$ cat config.mk
export PLATFORM = sky130hd
export DESIGN_NAME = instr_fetch_ctrl
export DESIGN_NICKNAME = d
export VERILOG_FILES = /design/src/rtl/instr_fetch_ctrl.sv
export SDC_FILE = /design/constraint.sdc
export NUM_CORES = 1
export LEC_CHECK = 0
export CAP_MARGIN = 20
export CORE_AREA = 3 3 135 137
export DETAILED_ROUTE_END_ITERATION = 12
export DIE_AREA = 0 0 138 140
export GPL_TIMING_DRIVEN = 0
export PLACE_DENSITY = 0.67
export RECOVER_POWER = 100
export SLEW_MARGIN = 20
export SYNTH_ARGS = -nofsm -noshare
export SYNTH_HDL_FRONTEND = slang
export SYNTH_SLANG_ARGS = --single-unit
$ cat constraint.sdc
create_clock -name clk -period 1.7 [get_ports clk]
set_input_delay 0.255 -clock clk [delete_from_list [all_inputs] [get_ports clk]]
set_output_delay 0.255 -clock clk [all_outputs]
set_load 0.02 [all_outputs]
$ cat src/rtl/instr_fetch_ctrl.sv
// instr_fetch_ctrl: owns the PC, issues req/ack instruction fetches and hands one
// instruction at a time to decode over valid/ready; illegal addresses latch a sticky fault.
module instr_fetch_ctrl #(
  parameter logic [31:0] RESET_PC    = 32'h0000_0000,
  parameter int          DEPTH_WORDS = 32
) (
  input  logic        clk,
  input  logic        rst_n,
  input  logic        i_fetch_en,
  output logic        o_mem_req,
  output logic [31:0] o_mem_addr,
  input  logic        i_mem_ack,
  input  logic [31:0] i_mem_rdata,
  output logic        o_if_valid,
  input  logic        i_if_ready,
  output logic [31:0] o_if_instr,
  output logic [31:0] o_if_pc,
  input  logic        i_redirect,
  input  logic [31:0] i_redirect_pc,
  output logic        o_fault,
  output logic [31:0] o_fetch_count
);
  typedef enum logic [1:0] {IDLE, REQ, HOLD, FAULT} state_t;
  localparam logic [31:0] LIMIT = 32'(DEPTH_WORDS * 4);
  state_t      r_state;
  logic [31:0] r_pc, r_if_instr, r_if_pc, r_fetch_count;
  logic        w_pc_ok, w_rd_ok;
  state_t      w_seq_next, w_rd_next;
  assign w_pc_ok    = (r_pc[1:0] == 2'b00) && (r_pc < LIMIT);
  assign w_rd_ok    = (i_redirect_pc[1:0] == 2'b00) && (i_redirect_pc < LIMIT);
  assign w_seq_next = !i_fetch_en ? IDLE : w_pc_ok ? REQ : FAULT;
  // a misaligned redirect target faults even when fetching is disabled
  assign w_rd_next  = (i_redirect_pc[1:0] != 2'b00) ? FAULT : !i_fetch_en ? IDLE : w_rd_ok ? REQ : FAULT;
  always_ff @(posedge clk or negedge rst_n) begin
    if (!rst_n) begin
      r_state       <= IDLE;
      r_pc          <= RESET_PC;
      r_if_instr    <= '0;
      r_if_pc       <= '0;
      r_fetch_count <= '0;
    end else if (r_state != FAULT) begin
      if (i_redirect) begin
        r_pc    <= i_redirect_pc;
        r_state <= w_rd_next;
      end else if (r_state == IDLE) begin
        r_state <= w_seq_next;
      end else if (r_state == REQ && i_mem_ack) begin
        r_if_instr <= i_mem_rdata;
        r_if_pc    <= r_pc;
        r_pc       <= r_pc + 32'd4;
        r_state    <= HOLD;
      end else if (r_state == HOLD && i_if_ready) begin
        r_fetch_count <= r_fetch_count + 32'd1;
        r_state       <= w_seq_next;
      end
    end
  end
  assign o_mem_req     = (r_state == REQ);
  assign o_mem_addr    = r_pc;
  assign o_if_valid    = (r_state == HOLD);
  assign o_if_instr    = r_if_instr;
  assign o_if_pc       = r_if_pc;
  assign o_fault       = (r_state == FAULT);
  assign o_fetch_count = r_fetch_count;
endmodule

==> reports/qor.txt <==
Global placement routability congestion: 0.876
Tcrit/Tclk final: 107%
Placed cells: 1,086
Core Region: 17,200 sq um
Num ports: 201
Failing checks: negative setup slack
Clock-pin slew on the worst setup and hold paths: 0.06 ns
Layout area overhead: 56.5%
Worst setup path startpoint: o_mem_addr[8]$_DFFE_PN0P_
Remaining Overflow, GRT: 0
Setup TNS: -0.332 ns
Final Setup Violations: 11
F_max: 550 MHz
Cell Rows: 48
# fillers: 1,600
Synth warnings: 0
H-tree levels: 4
Worst Skew: 0.0144 ns
Crit path time final: 1.82 ns
Global Route Usage Sum: 20.8%
Non-filler cells, final: 1,161
Critical path type: reg2reg
Layout cell share with drive strength beyond 1: 20.0%
Crit Path Max Fanout: 5
Startpoint Class: flop
Die Span Y: 140 um
Die Footprint: 19,300 sq um
Cells after Synth: 661
Worst-skew pair later-pin latency: 0.42 ns
Routed vias/inst: 5.13
Largest area contributor in the netlist: dfrtp_1
Top cells by area, synth: dfrtp_1 (53%), nand2_1 (14%), xnor2_1 (3.0%)
CTS tree: built
Max-cap violation count: 0
Share of the synthesized area in the top cell type: 53.3%
FF/Latch Area: 3290 sq um
Worst Hold Class: in2async
FF-to-FF Start: o_mem_addr[8]$_DFFE_PN0P_
Number of synthesized register bits: 130
Status: finished, violations left
Setup ws final: -0.117 ns
Drt wl/cell: 17.6 um
Total Wirelength: 20,500 um
Power Density: 1740 nW/um^2
Starting Density: 35.5%
Final routed DRC violation total: 0
Final hold vios: 0
Die width: 138 um
Pin count of the biggest net entering global routing: 92
CTS Sinks: 130
Avg Cell Area, Syn: 9.24 sq um
First-pass GRT wire length: 32,400 um
Worst path required time: 1.99 ns
DRT Pass-1 Iters: 5
IO buf count: 199
Placed cell area: 8480 sq um
Worst setup EP type: flop
Unrepaired setup endpoints after global routing: yes
Cell area after layout: 9550 sq um
CTS Root Cell: clkbuf_16
Total CTS buffers: 17
Sequential area share after synthesis: 53.3%
Most frequent cells in the layout: nand2_1 (216), clkdlybuf4s50_1 (128), dfrtp_1 (103)
Initial antenna violation count: 0
Via count: 5,956
LEAKAGE: 0.00461 uW
Max clock buf depth: 2
Nets: 995
Vias in the first global route: 5,946
Worst Tran Pin Value: 0.877 ns
Max-slew violations: 0
Mapped Area: 6100 sq um
CP arrival: 2.10 ns
Syn Nets: 733
Ant. Diodes: 0
First DRT Iteration DRCs: 283
DP HPWL: 13,900 um
Unique masters post-synth: 51
Commonest non-fill, non-tap cell in the layout: nand2_1
Multi-input gate area: 2890 sq um
Final ANT Viol Nets: 0
Worst IR drop on VDD: 0.886 mV
Slew margin rel.: 41.5%
-- final cells by class --
class | instances | area share [%]
well taps | 225 | 2.95
flip-flops and latches | 130 | 34.4
clock buffers | 26 | 5.23
multi-input cells | 486 | 30.3
clock inverters | 6 | 0.576
repair buffers | 243 | 23.1
plain buffers | 36 | 3.10
inverters | 9 | 0.354
-- state kept, by name, summed over array words and instances (netlist names) --
register,flops
r_state,2
o_if_pc,32
o_fetch_count,32
o_if_instr,32
o_mem_addr,32
-- logic make-up after synthesis --
family          synth area share (%)
simple gates                    28.0
flops                           53.3
compound gates                  8.46
buf+inv                         3.34
xor+xnor                        4.45
mux                             2.01
fa+ha+maj                      0.410
-- routing by layer --
layer | vias up | part of all wire (%) | track usage, %
met5 | - | 0 | 0
met4 | 0 | 2.7 | 6.71
met3 | 42 | 6.6 | 6.04
met2 | 252 | 49 | 34.0
met1 | 2849 | 42 | 26.7
li1 | 2813 | - | -
-- path summary, 6_finish.rpt --
check	slack [ns]	to	cells past startpoint
worst max-delay path	-0.12	o_mem_addr[31]$_DFFE_PN0P_	6
worst min-delay path	0.31	o_fetch_count[7]$_DFFE_PN0P_	2
worst max register to register	-0.12	o_mem_addr[31]$_DFFE_PN0P_	6
worst min register to register	0.47	o_if_pc[24]$_DFFE_PN0P_	2
max in group asynchronous	0.19	o_mem_addr[7]$_DFFE_PN0P_	3
min in group clk	0.35	o_mem_addr[29]$_DFFE_PN0P_	3
-- critical path, stage by stage, from the launching register on --
cell and delay [ns]:
dfrtp_2 0.37, buf_6 0.13, nand4_4 0.17, nor4_4 0.35, and3_4 0.26, a31oi_4 0.09, a221o_1 0.33
-- cells in the mapped netlist (all sizes together) --
library cell,count
mux2i,10
a21oi,19
nand4b,1
and4bb,1
a221o,1
mux2,2
a211o,1
a21o,6
a31oi,3
xnor2,21
o311a,3
clkbuf,12
o221a,2
nand4,28
buf,25
and2,4
or3,2
dfrtp,130
o21ai,12
nor2,30
and3,10
and2b,1
o22a,2
nor2b,2
nand3,23
nor3,19
a311oi,3
nor4,15
o2111ai,1
ha,2
o22ai,21
a211oi,3
nand4bb,1
o221ai,1
inv,9
nand2,223
xor2,10
and4,2
-- metrics by stage --
stage	setup WS, ns	hold WS, ns	power [uW]	utilization (%)
finish	-0.117	0.313	16600	55.6
global route	-0.179	0.321	17600	55.6
global placement	-5.67	0.456	12700	49.2
floorplan	-0.0319	-0.0406	9100	-
CTS	-0.0936	0.317	16400	54.0
detailed placement	-0.693	0.156	12800	49.4
-- report_power, final --
part / total [uW] / internal [uW] / switching, uW
clock network: 3450 / 2150 / 1290
logic: 7730 / 3430 / 4290
registers: 5410 / 4290 / 1120
-- repair_timing --
item / CTS / global route
hold endpoints to repair: 39 / 0
pin swaps: 9 / 40
cloned: 1 / 1
buffers inserted: 17 / 26
setup endpoints to repair: 160 / 124
hold buffers: 1 / 0
gates resized for setup: 103 / 74
Power figures use the tool's default switching activity.
